[src/rtl/register_file_sb.sv]
// 2-read/1-write register file with per-register busy scoreboard and a counted init sweep.
// Optional same-cycle write-to-read forwarding is enabled by defining REGFILE_BYPASS_EN.
module register_file_sb #(
    parameter int N      = 32,
    parameter int ADDR_W = 4,
    parameter int DEPTH  = 16
) (
    input  logic              clk,
    input  logic              rst,
    input  logic [ADDR_W-1:0] read_register1,
    input  logic [ADDR_W-1:0] read_register2,
    output logic [N-1:0]      read_data1,
    output logic [N-1:0]      read_data2,
    output logic              busy1,
    output logic              busy2,
    input  logic              reg_write,
    input  logic [ADDR_W-1:0] write_register,
    input  logic [N-1:0]      write_data,
    input  logic              mark_en,
    input  logic [ADDR_W-1:0] mark_register,
    output logic              ready
);

    typedef enum logic {INIT, READY} state_t;

    localparam logic [ADDR_W:0]   DEPTH_X = (ADDR_W+1)'(DEPTH);
    localparam logic [ADDR_W-1:0] LAST    = ADDR_W'(DEPTH - 1);

    state_t            state, state_nxt;
    logic [ADDR_W-1:0] init_cnt;
    logic [DEPTH-1:0]  busy;
    logic [N-1:0]      registers [DEPTH];
    logic              wr_ok, mk_ok;

    function automatic logic in_range(input logic [ADDR_W-1:0] a);
        return {1'b0, a} < DEPTH_X;
    endfunction

    assign wr_ok = ready && reg_write && in_range(write_register);
    assign mk_ok = ready && mark_en && in_range(mark_register);

    always_ff @(posedge clk or posedge rst) begin
        if (rst) state <= INIT;
        else     state <= state_nxt;
    end

    always_comb begin
        state_nxt = state;
        if (state == INIT && init_cnt == LAST) state_nxt = READY;
    end

    always_comb begin
        ready = (state == READY);
    end

    always_ff @(posedge clk or posedge rst) begin
        if (rst)                init_cnt <= '0;
        else if (state == INIT) init_cnt <= init_cnt + 1'b1;
    end

    // Mark is applied after the write clear so a same-register collision leaves busy set.
    always_ff @(posedge clk or posedge rst) begin
        if (rst) begin
            busy <= '0;
        end else begin
            if (wr_ok) busy[write_register] <= 1'b0;
            if (mk_ok) busy[mark_register]  <= 1'b1;
        end
    end

    // Storage has no reset so it can map onto RAM; the sweep provides the initial contents.
    always_ff @(posedge clk) begin
        if (state == INIT) registers[init_cnt] <= N'(init_cnt);
        else if (wr_ok)    registers[write_register] <= write_data;
    end

    always_comb begin
        read_data1 = '0;
        read_data2 = '0;
        busy1      = 1'b0;
        busy2      = 1'b0;
        if (ready) begin
            if (in_range(read_register1)) begin
                read_data1 = registers[read_register1];
                busy1      = busy[read_register1];
`ifdef REGFILE_BYPASS_EN
                if (wr_ok && write_register == read_register1) begin
                    read_data1 = write_data;
                    busy1      = mk_ok && mark_register == read_register1;
                end
`endif
            end
            if (in_range(read_register2)) begin
                read_data2 = registers[read_register2];
                busy2      = busy[read_register2];
`ifdef REGFILE_BYPASS_EN
                if (wr_ok && write_register == read_register2) begin
                    read_data2 = write_data;
                    busy2      = mk_ok && mark_register == read_register2;
                end
`endif
            end
        end
    end

endmodule
[config.mk]
export PLATFORM = sky130hd
export DESIGN_NAME = register_file_sb
export DESIGN_NICKNAME = d
export VERILOG_FILES = /design/src/rtl/register_file_sb.sv
export SDC_FILE = /design/constraint.sdc
export NUM_CORES = 1
export LEC_CHECK = 0
export CORE_ASPECT_RATIO = 1.5
export CORE_MARGIN = 3
export CORE_UTILIZATION = 51
export DETAILED_ROUTE_END_ITERATION = 16
export PLACE_DENSITY_LB_ADDON = 0.3
export SLEW_MARGIN = 20
export SYNTH_ARGS = -nofsm -noshare
export SYNTH_HDL_FRONTEND = slang
export SYNTH_SLANG_ARGS = --single-unit
[constraint.sdc]
create_clock -name clk -period 3.79 [get_ports clk]
set_clock_uncertainty 0.2 [all_clocks]
set_input_delay 1.137 -clock clk [delete_from_list [all_inputs] [get_ports clk]]
set_output_delay 1.137 -clock clk [all_outputs]
set_load 0.01 [all_outputs]
Word-level counts from Yosys, hierarchy flattened
Memory sizes are Yosys's and may differ from the RTL's.
Index checks and enable logic that the tools add are counted.
{"block": "word_totals", "output_inout_bits": 67, "rom_bits": 0, "mem_count": 1, "wordCells": 43, "inputBits": 52, "ramBits": 512, "reg_bits": 21, "latch_bits": 0}
{"block": "op_classes", "n_eq_ne": 1, "mul": 0, "mux": 21, "reduce_logical": 6, "bitwise_logic": 4, "shift": 0, "addsub": 1, "div": 0, "magnitude_cmp": 6}
{"memory": "registers", "depth": 16, "word_bits": 32, "rd": 2, "rd_ports_with_merged_regs": 0, "wr": 1, "line": "32", "source": "logic [N-1:0] registers [DEPTH];"}
{"operator": "32-bit two-way mux", "count": 3}
{"operator": "16-bit two-way mux", "count": 2}
{"operator": "32-bit OR reduction", "count": 1}
{"operator": "4-bit by 5-bit less-than comparator with 1-bit output, second input constant", "count": 4}
{"operator": "16-bit bitwise AND", "count": 1}
{"operator": "16-bit inverter", "count": 1}
{"operator": "16-bit OR", "count": 1}
{"operator": "1-bit two-way mux", "count": 11}
{"operator": "1-bit binary-select mux with 4-bit select", "count": 2}
{"operator": "1-bit demux with 4-bit select", "count": 2}
{"operator": "4-bit by 1-bit >= comparator with 1-bit output, second input constant", "count": 2}
{"operator": "1-bit logical AND", "count": 5}
{"operator": "4-bit by 1-bit adder with 4-bit output, second input constant", "count": 1}
{"operator": "4-bit == test, second input constant", "count": 1}
{"operator": "4-bit two-way mux", "count": 1}
{"operator": "1-bit inverter", "count": 1}

Depth between registers and ports, before layout
Gate-level depths: netlist of run 1.
{"block": "logic_depth", "ltp_word": 9, "ltp_mapped": 8, "depth_no_buf": 4}

Least setup slack after synthesis of run 1
No wires, ideal clock.
{"block": "synth_timing", "path_type": "in2reg", "from": "input reg_write", "to": "memory registers[8][0], enable pin", "slack_ns": -0.020, "n_path_buf": 0, "required_ns": 3.169, "setup_time_ns": 0.421, "path_stages": 4, "t_arrival_ns": 3.189, "cell_sequence": "nand2_1 or3_1 o31a_1 nor2_1"}
{"block": "synth_via", "elab_chain_len": 6, "elab_cells_between_ends": 7, "cone_classes": "mux: 5; reduce/logical: 2"}
{"item": "start: declaration", "line": "16", "source": "input logic reg_write,"}
{"item": "1-bit logical AND *", "line": "39", "source": "assign wr_ok = ready && reg_write && in_range(write_register);"}
{"item": "1-bit two-way mux *", "line": "74", "source": "else if (wr_ok) registers[write_register] <= write_data;"}
{"item": "1-bit two-way mux *", "line": "73", "source": "if (state == INIT) registers[init_cnt] <= N'(init_cnt);"}
{"item": "1-bit two-way mux (not written as such) *", "line": "74"}
{"item": "32-bit OR reduction (no line)"}
{"item": "4-bit two-way mux (no line) / 1-bit two-way mux (equally long branches)"}
{"item": "end: declaration", "line": "32"}
Mark *: on every way between the ends. The rest lies on a longest branch, timed or not.

Final worst setup path of run 1
{"block": "layout_timing", "from": "input read_register1[0]", "to": "output read_data1[29]"}
{"block": "layout_via", "elab_chain_len": 2}
{"item": "start: declaration", "line": "10", "source": "input logic [ADDR_W-1:0] read_register1,"}
{"item": "memory read 16 x 32 bit"}
{"item": "32-bit two-way mux", "line": "82", "source": "if (ready) begin"}
{"item": "end: declaration", "line": "12", "source": "output logic [N-1:0] read_data1,"}
Every way passes these cells.

==> results of run 1 <==
layout make-up:
| class | instances | area (sq um) |
|---|---|---|
| Sequential cell | 533 | 15900 |
| Timing Repair Buffer | 393 | 4780 |
| Fill cell | 3415 | 17100 |
| Multi-Input combinational cell | 1093 | 9850 |
| Clock buffer | 62 | 1320 |
| Inverter | 4 | 15.0 |
| Tap cell | 663 | 830 |
| Clock inverter | 30 | 268 |
metrics by stage:
stage | cells | setup WS (ns) | util [%] | hold slack (ns) | instance area [sq um]
after floorplan | 1764 | -0.0197 | - | 0.285 | 26100
after global placement | 2604 | -1.16 | 59.1 | 0.324 | 29600
after detailed placement | 2604 | -1.15 | 59.1 | 0.336 | 29600
after CTS | 2754 | -0.0987 | 64.4 | 0.350 | 32300
after global routing | 2778 | -0.145 | 65.9 | 0.389 | 33000
final | 2778 | -0.101 | 65.9 | 0.345 | 33000
worst max-delay path, stage by stage:
cell     delay (ns)
buf_16         0.14
buf_12         0.14
buf_12         0.11
buf_6          0.09
mux4_2         0.50
o21ai_2        0.16
o21ai_2        0.11
buf_2          0.17
state kept, by name, summed over array words and instances (netlist names):
signal     flops
registers    512
busy          16
init_cnt       4
ready          1
power groups by stage:
stage | Sequential (uW) | Clock (uW) | Combinational, uW
after global routing | 6560 | 5210 | 1940
after global placement | 6680 | 0 | 1590
after floorplan | 6680 | 0 | 901
after detailed placement | 6680 | 0 | 1610
final | 6560 | 4940 | 1860
after CTS | 6560 | 4970 | 1740
cell families after synthesis:
logic type                 synth area share (%)
xor gates and xnor gates                  0.101
DFF                                        61.0
and+or+nand+nor                            3.53
AOI/OAI and AO/OA                          10.6
adders and majority gates                0.0480
buffers and inverters                      4.15
muxes                                      20.6
synth_stat cells (3+ instances only):
cell type  instances
edfxtp_1         512
mux2i_1          488
a22oi_1          224
nand2_1          130
o21ai_1           44
clkbuf_1          43
o21ai_0           29
and3_1            28
buf_2             24
o22ai_1           23
o22ai_2           23
nor2_1            22
buf_4             21
dfrtp_1           21
buf_6             16
buf_12            15
mux4_2            15
a221oi_1          14
buf_1              9
buf_8              7
a221oi_2           6
nand2b_1           6
mux4_1             5
nor2b_1            5
and2_1             4
inv_1              4
xnor2_1            3
how the worst min path moves through the flow:
| stage | startpoint | endpoint | slack [ns] | depth (start not counted) |
|---|---|---|---|---|
| after floorplan | busy[14] | busy[14] | 0.29 | 2 |
| after global placement | busy[2] | busy[2] | 0.32 | 2 |
| after detailed placement | busy[8] | busy[8] | 0.34 | 2 |
| after CTS | busy[8] | busy[8] | 0.35 | 2 |
| after global routing | busy[5] | busy[5] | 0.39 | 2 |
| final | busy[5] | busy[5] | 0.34 | 2 |
what timing repair did:
action / CTS / global route
buffers inserted: 45 / 15
gates resized for setup: 410 / 81
hold buffers: 0 / 0
pin swaps: 58 / 74
setup endpoints to repair: 66 / 53
gates cloned: 15 / 11
hold endpoints to repair: 0 / 0
per-layer routing:
layer	track usage, %	vias to the layer above	share of wire [%]
li1	-	7701	-
met1	35.3	9265	36
met2	52.1	1135	51
met3	4.79	299	8.1
met4	14.6	0	5.3
met5	0	-	0
==> impl_metrics.toml, run 1 <==
[sta]
rsz0062_at_grt = "true"
fmax_mhz = 257
finalSetupViolCount = 19
drv_slew = 0
hold_viol = 0
tightest_slew_ns = 0.868
maxSlewHeadroom_pct = 42.0
post-route-min-period_ns = 3.89
period_share_pct = 103
finalSetupTns_ns = -0.615
setup_slack_ns = -0.101

[synthesis]
synth_area_leaders = "edfxtp_1 59%, mux2i_1 19%, a22oi_1 6.5%, dfrtp_1 2.0%, nand2_1 1.9%"
synthFlopType = "edfxtp_1"
yosysWarnings = 0
netlist.top_cell.by_area = "edfxtp_1"
avgSynthCellArea_sq_um = 14.8
ys_types = 43
async_flop_share_pct = 3.94
ys_seq_elements = 533
syn-cell-area_sq_um = 26100
syn_nets = 1817
yosysTopAreaCellShare_pct = 59.0
synth-edff-count = 512
syn_inst = 1764
ys_seq_area_share_pct = 61.0

[floorplanning]
dieArea_sq_um = 53900
fp.dieW_microns = 191
ios = 119
start_util_pct = 52.1
die-height_microns = 283
core_sq_um = 50000
rows = 100

[clock_tree]
clk_path_buf_depth = 3
cts_root_buf = "clkbuf_16"
cts_buffers = 49
cts_num_sinks = 533
h-tree-depth = 2
clk_pin_slew_ns = 0.06
clk_latency_ns = 0.57
cts_tree = "yes"

[power_and_ir_drop]
ir_drop_v = 0.000332
clkPwrFrac_pct = 37.0
netSwitchingFraction_pct = 23.8
power_uw = 13400
pwr-share-seq_pct = 49.1
net-switching-power_uw = 3180
power.share.combinational_pct = 13.9
power.leakage_uw = 0.0133
internal-power_uw = 10200
p_per_area_nw_per_um2 = 405

[critical_path]
r2r_end = "registers[6][6]"
cp_data_required_time_ns = 2.45
r2r-start = "ready"
reg2reg_slack_ns = 0.72
setup.worst_path.class = "primary input to primary output"
cp_max_fo = 5
reg2reg_depth = 7
critPathLaunch = "read_register1[0]"
start_kind = "primary input"
end_kind = "primary output"
cp_data_arrival_time_ns = 2.55
crit_path_end = "read_data1[29]"

[route]
wl_per_cell_microns = 30.1
via_count = 18400
viasPerCell = 6.62
firstDrtPassIters = 6
wl_microns = 83700
drt_iter0_drc = 2152
postRouteAntennaNets = 0
drc = 0

[final_layout]
drive_gt1_share_pct = 28.4
fin_nets = 2127
final_common_cell = "edfxtp_1"
insertedDiodeCount = 0
layout_common_cells = "512 x edfxtp_1, 485 x mux2i_1, 186 x a22oi_1, 130 x buf_4, 128 x nand2_1"
area_growth_pct = 26.5

[place]
place_congestion = 0.861
io_buffer_count = 118
dpl.hpwl_microns = 48100

[global_routing]
grt_pass1_vias = 18614
grt_max_degree = 29
grt-ovfl-total = 0
grt_pass1_wl_microns = 117000
grtUsageTotal_pct = 29.6
antenna_found_initial = 0

[flow_run]
maxCapViolCount = 0

[status]
violations = "setup timing"
outcome = "complete, but fails checks"

[hold_path]
hold_class = "flip-flop to flip-flop"
Note: power is estimated with default switching activity, not from simulation.
==> inputs of run 2 (changes only) <==
- CORE_ASPECT_RATIO: 1.5 -> unset
- TNS_END_PERCENT: unset -> 20
==> run 2 against run 1 <==
Against the previous run:
- the flow still finishes with violations (setup timing)
- wire length shrank 1.9%
- power increased by 1.4%
- sequential cell count is the same
- global-route usage shrank 0.26 points
- critical endpoint is now read_data2[2]
- largest power group unchanged
- highest routed layer unchanged
==> impl_metrics.toml, run 2 (synthesis results as in run 1) <==
[sta]
maxSlewHeadroom_pct = 43.6
hold_viol = 0
drv_slew = 0
tightest_slew_ns = 0.846
finalSetupViolCount = 24
holdWs_ns = 0.354
fmax_mhz = 258
post-route-min-period_ns = 3.87
rsz0062_at_grt = "true"
period_share_pct = 102
setup_slack_ns = -0.0826

[status]
violations = "setup timing"
outcome = "complete, but fails checks"

[floorplanning]
rows = 82
ios = 119
start_util_pct = 51.8
die-height_microns = 232
core_sq_um = 50300
dieArea_sq_um = 53900
fp.dieW_microns = 232

[critical_path]
cp_data_required_time_ns = 2.45
path_common_cell = "buf_16"
slowest_delay_ns = 0.23
end_kind = "primary output"
start_kind = "primary input"
setup.worst_path.class = "primary input to primary output"
cp_max_fo = 7
cpMaxStageDelayCell = "o22ai_2"
cp_data_arrival_time_ns = 2.54
path_cells = "buf_16 -> buf_16 -> buf_6 -> buf_4 -> mux2i_1 -> a22oi_2 -> nand2_1 -> o22ai_2 -> buf_2"
reg2reg_slack_ns = 0.74

[final_layout]
drive_gt1_share_pct = 27.1
layout_common_cells = "512 x edfxtp_1, 486 x mux2i_1, 182 x a22oi_1, 127 x nand2_1, 127 x buf_4"
largest_register = "registers"
largest_reg_flops = 512
top_regs = "registers x512, busy x16, init_cnt x4"
final_common_cell = "edfxtp_1"
final_util_pct = 64.9
area_growth_pct = 25.1
fin_nets = 2108
insertedDiodeCount = 0
fill_cells = 3490

[hold_path]
hold_class = "flip-flop to flip-flop"

[route]
drt_iter0_drc = 2018
wl_microns = 82100
wl_per_cell_microns = 29.6
viasPerCell = 6.60
drc = 0
postRouteAntennaNets = 0
firstDrtPassIters = 5
via_count = 18293

[power_and_ir_drop]
power.share.combinational_pct = 13.2
clkPwrFrac_pct = 38.3
p_per_area_nw_per_um2 = 415
internal-power_uw = 10300
netSwitchingFraction_pct = 24.2
power.leakage_uw = 0.0131
net-switching-power_uw = 3280
ir_drop_v = 0.000362
power_uw = 13500
pwr-share-seq_pct = 48.5

[global_routing]
gr-max-usage-layer = "met2"
grt-ovfl-total = 0
grt_pass1_vias = 18318
grt_max_degree = 40
grtUsageTotal_pct = 29.3
met3_usage_pct = 4.78
antenna_found_initial = 0
grt_pass1_wl_microns = 116000
met2_usage_pct = 47.8
grtUsageMet1_pct = 38.8

[clock_tree]
ctsHoldBuffers = 0
cts_num_sinks = 533
cts_tree = "yes"
clk_pin_slew_ns = 0.06
clk_path_buf_depth = 3
clk_latency_ns = 0.61
h-tree-depth = 2
cts_buffers = 55
cts_root_buf = "clkbuf_16"

[flow_run]
maxCapViolCount = 0

[place]
dpl.hpwl_microns = 47800
place_congestion = 0.874
io_buffer_count = 118
==> run 2: cell count changes in the layout (fill, tap and decap cells not counted), moves of 5 or more <==
cell	change
clkinv_2	-10
o21ai_1	+7
buf_16	-9
o21ai_2	-5
clkdlybuf4s15_2	+5
clkinv_1	+8
buf_2	-10
clkbuf_1	+5
==> run 2: layer usage <==
metal  wire length, microns  vias up
met4                   3630        0
met5                      0        -
li1                       -     7676
met2                  39100     1112
met3                   7900      248
met1                  31400     9257
==> run 2: cell type report <==
type | instances | area, sq um | area share (%)
timing repair buffer | 369 | 4340 | 13.3
multi-input combinational | 1092 | 9810 | 30.1
clock buffer | 74 | 1480 | 4.53
inverter | 4 | 15.0 | 0.0460
tap | 672 | 841 | 2.58
clock inverter | 29 | 221 | 0.679
sequential | 533 | 15900 | 48.8
==> run 2: power groups by stage <==
stage / sequential, uW / clock (uW) / combinational, uW
6_report: 6570 / 5180 / 1790
5_1_grt: 6570 / 5470 / 1880
4_1_cts: 6570 / 5220 / 1710
3_5_place_dp: 6690 / 0 / 1610
3_3_place_gp: 6690 / 0 / 1580
2_1_floorplan: 6680 / 0 / 901
==> run 2: per-stage QoR <==
stage	setup TNS [ns]	setup slack (ns)	cell area (sq um)	std cells
floorplan	-2.51	-0.0197	26100	1764
global placement	-65.27	-1.16	29600	2624
detailed placement	-67.11	-1.17	29600	2624
CTS	-2.48	-0.157	32200	2761
global route	-2.04	-0.116	32600	2773
finish	-0.693	-0.0826	32600	2773
==> run 2: worst paths after layout <==
path                              startpoint          endpoint  cells after the start
hold / removal                      busy[13]          busy[13]                      2
max in group asynchronous                rst             ready                      2
setup / recovery           read_register2[0]     read_data2[2]                      9
setup reg to reg                       ready  registers[2][18]                      8
hold reg to reg                     busy[13]          busy[13]                      2
min in group asynchronous                rst           busy[7]                      2
==> run 2: timing repair <==
item | 4_1_cts | 5_1_grt
buffers inserted | 28 | 7
pin swaps | 29 | 43
endpoints found under the setup margin | 66 | 64
gates resized for setup | 377 | 82
gates cloned | 10 | 9
==> run 2: worst max-delay path, delay by kind of cell <==
kind / cells / cell delay [ns]
buffers and inverters: 5 / 0.74
AND/OR/NAND/NOR: 1 / 0.11
AO/OA/AOI/OAI: 2 / 0.42
multiplexers: 1 / 0.12
==> inputs of run 3 (changes only) <==
- CORE_UTILIZATION: 51 -> 45
- CTS_BUF_LIST: unset -> sky130_fd_sc_hd__clkbuf_4
==> run 3 against run 2 <==
Against the previous run:
- the run still ends with setup timing left
- highest routed layer unchanged
- sequential power about the same
- cell area rose by 0.88%
- clock power decreased by 6.0%
- critical endpoint is now read_data1[5]
- wire length rose by 0.33%
==> impl_metrics.toml, run 3 (synthesis results as in run 1) <==
[clock_tree]
cts_buffers = 139
h-tree-depth = 4
clk_path_buf_depth = 3
cts_num_sinks = 533
cts_tree = "yes"
cts_root_buf = "clkbuf_4"
clk_latency_ns = 0.99
clk_pin_slew_ns = 0.06

[sta]
setup_slack_ns = -0.133
tightest_slew_ns = 0.916
maxSlewHeadroom_pct = 38.8
rsz0062_at_grt = "true"
post-route-min-period_ns = 3.92
hold_viol = 0
finalSetupTns_ns = -1.43
fmax_mhz = 255
finalSetupViolCount = 38
period_share_pct = 104
drv_slew = 0

[power_and_ir_drop]
pwr-share-seq_pct = 49.5
internal-power_uw = 9950
ir_drop_v = 0.000217
power.share.combinational_pct = 13.7
net-switching-power_uw = 3310
netSwitchingFraction_pct = 25.0
clkPwrFrac_pct = 36.8
power.leakage_uw = 0.0133
p_per_area_nw_per_um2 = 403

[final_layout]
largest_register = "registers"
drive_gt1_share_pct = 33.2
area_growth_pct = 26.2
largest_reg_flops = 512
fin_nets = 2212
final_common_cell = "edfxtp_1"
layout_common_cells = "512 x edfxtp_1, 486 x mux2i_1, 192 x clkbuf_4, 169 x a22oi_1, 152 x buf_4"
top_regs = "registers x512, busy x16, init_cnt x4"

[place]
place_congestion = 0.842
io_buffer_count = 118
dpl.hpwl_microns = 47800
pre_cts_ws_ns = -1.12

[floorplanning]
ios = 119
rows = 87
die-height_microns = 247
start_util_pct = 45.9
dieArea_sq_um = 60800
core_sq_um = 56800
fp.dieW_microns = 247

[global_routing]
grtUsageTotal_pct = 26.6
grt_pass1_wl_microns = 118000
grt-ovfl-total = 0
grt_pass1_vias = 18687
grt_max_degree = 33
antenna_found_initial = 2

[critical_path]
cp_data_required_time_ns = 2.45
end_kind = "primary output"
setup.worst_path.class = "primary input to primary output"
start_kind = "primary input"
cp_data_arrival_time_ns = 2.59
cp_max_fo = 7

[route]
viasPerCell = 6.14
drt_iter0_drc = 1715
postRouteAntennaNets = 0
wl_microns = 82400
firstDrtPassIters = 5
via_count = 18443
wl_per_cell_microns = 27.4
drc = 0

[flow_run]
maxCapViolCount = 0

[status]
outcome = "complete, but fails checks"
violations = "setup timing"

[hold_path]
hold_class = "flip-flop to flip-flop"
==> run 3: cell count changes in the layout (fill, tap and decap cells not counted), moves of 4 or more <==
cell             previous run  this run
buf_6                      30        35
o21ai_2                    20        27
buf_4                     127       152
clkbuf_16                  64         4
o21ai_1                    24        16
a22oi_2                    42        55
clkdlybuf4s15_2             5         1
a22oi_1                   182       169
clkbuf_1                   16         0
clkinv_1                   17        23
clkbuf_4                    1       192
buf_8                       4         9
==> run 3: layer usage <==
layer / vias up / global-route usage (%) / routed length (microns)
met4: 0 / 10.2 / 2740
met3: 194 / 5.38 / 6430
met5: - / 0 / 0
met2: 946 / 44.5 / 40500
li1: 7947 / - / -
met1: 9356 / 34.0 / 32700
==> run 3: critical path: stages <==
cell,delay (ns)
buf_8,0.10
buf_6,0.11
nor2b_4,0.13
buf_12,0.14
buf_16,0.15
buf_12,0.13
a22oi_2,0.16
nand2_1,0.09
o22ai_2,0.23
buf_2,0.18
==> run 3: layout make-up <==
class	count	area (sq um)
multi-input cells	1091	9900
fillers	4447	23900
repair buffers	390	4430
inverters	4	15.0
diodes	3	7.51
well taps	756	946
clock inverters	37	254
clock buffers	192	1440
flip-flops and latches	533	15900
==> run 3: power by group through the flow <==
stage | clock network (uW) | registers (uW) | logic (uW)
after floorplan | 0 | 6680 | 901
after global placement | 0 | 6680 | 1600
after detailed placement | 0 | 6690 | 1620
after CTS | 4960 | 6560 | 1700
after global routing | 5310 | 6560 | 1910
final | 4870 | 6560 | 1820
==> run 3: final timing paths <==
path | startpoint | depth (start not counted) | slack, ns | endpoint
worst max-delay path | read_register1[1] | 10 | -0.13 | read_data1[5]
worst min register to register | busy[2] | 2 | 0.35 | busy[2]
worst max register to register | ready | 7 | 0.86 | registers[9][26]
min in group asynchronous | rst | 2 | 0.40 | busy[0]
worst min-delay path | busy[2] | 2 | 0.35 | busy[2]
max in group asynchronous | rst | 2 | 2.39 | ready
==> run 3: what timing repair did <==
action	4_1_cts	5_1_grt
buffers inserted	28	39
setup endpoints to repair	66	65
gates resized for setup	364	132
pin swaps	30	48
hold endpoints to repair	0	0
hold buffers	0	0
gates cloned	6	4
==> run 3: per-stage QoR <==
| step | total power (uW) | hold WS (ns) | instances | util, % | area [sq um] |
|---|---|---|---|---|---|
| after floorplan | 7580 | 0.285 | 1764 | - | 26100 |
| after CTS | 13200 | 0.345 | 2962 | 56.5 | 32100 |
| after global routing | 13800 | 0.382 | 3005 | 57.9 | 32900 |
| final | 13300 | 0.345 | 3006 | 57.9 | 32900 |
| after detailed placement | 8310 | 0.332 | 2700 | 52.1 | 29600 |
| after global placement | 8280 | 0.335 | 2700 | 52.1 | 29600 |
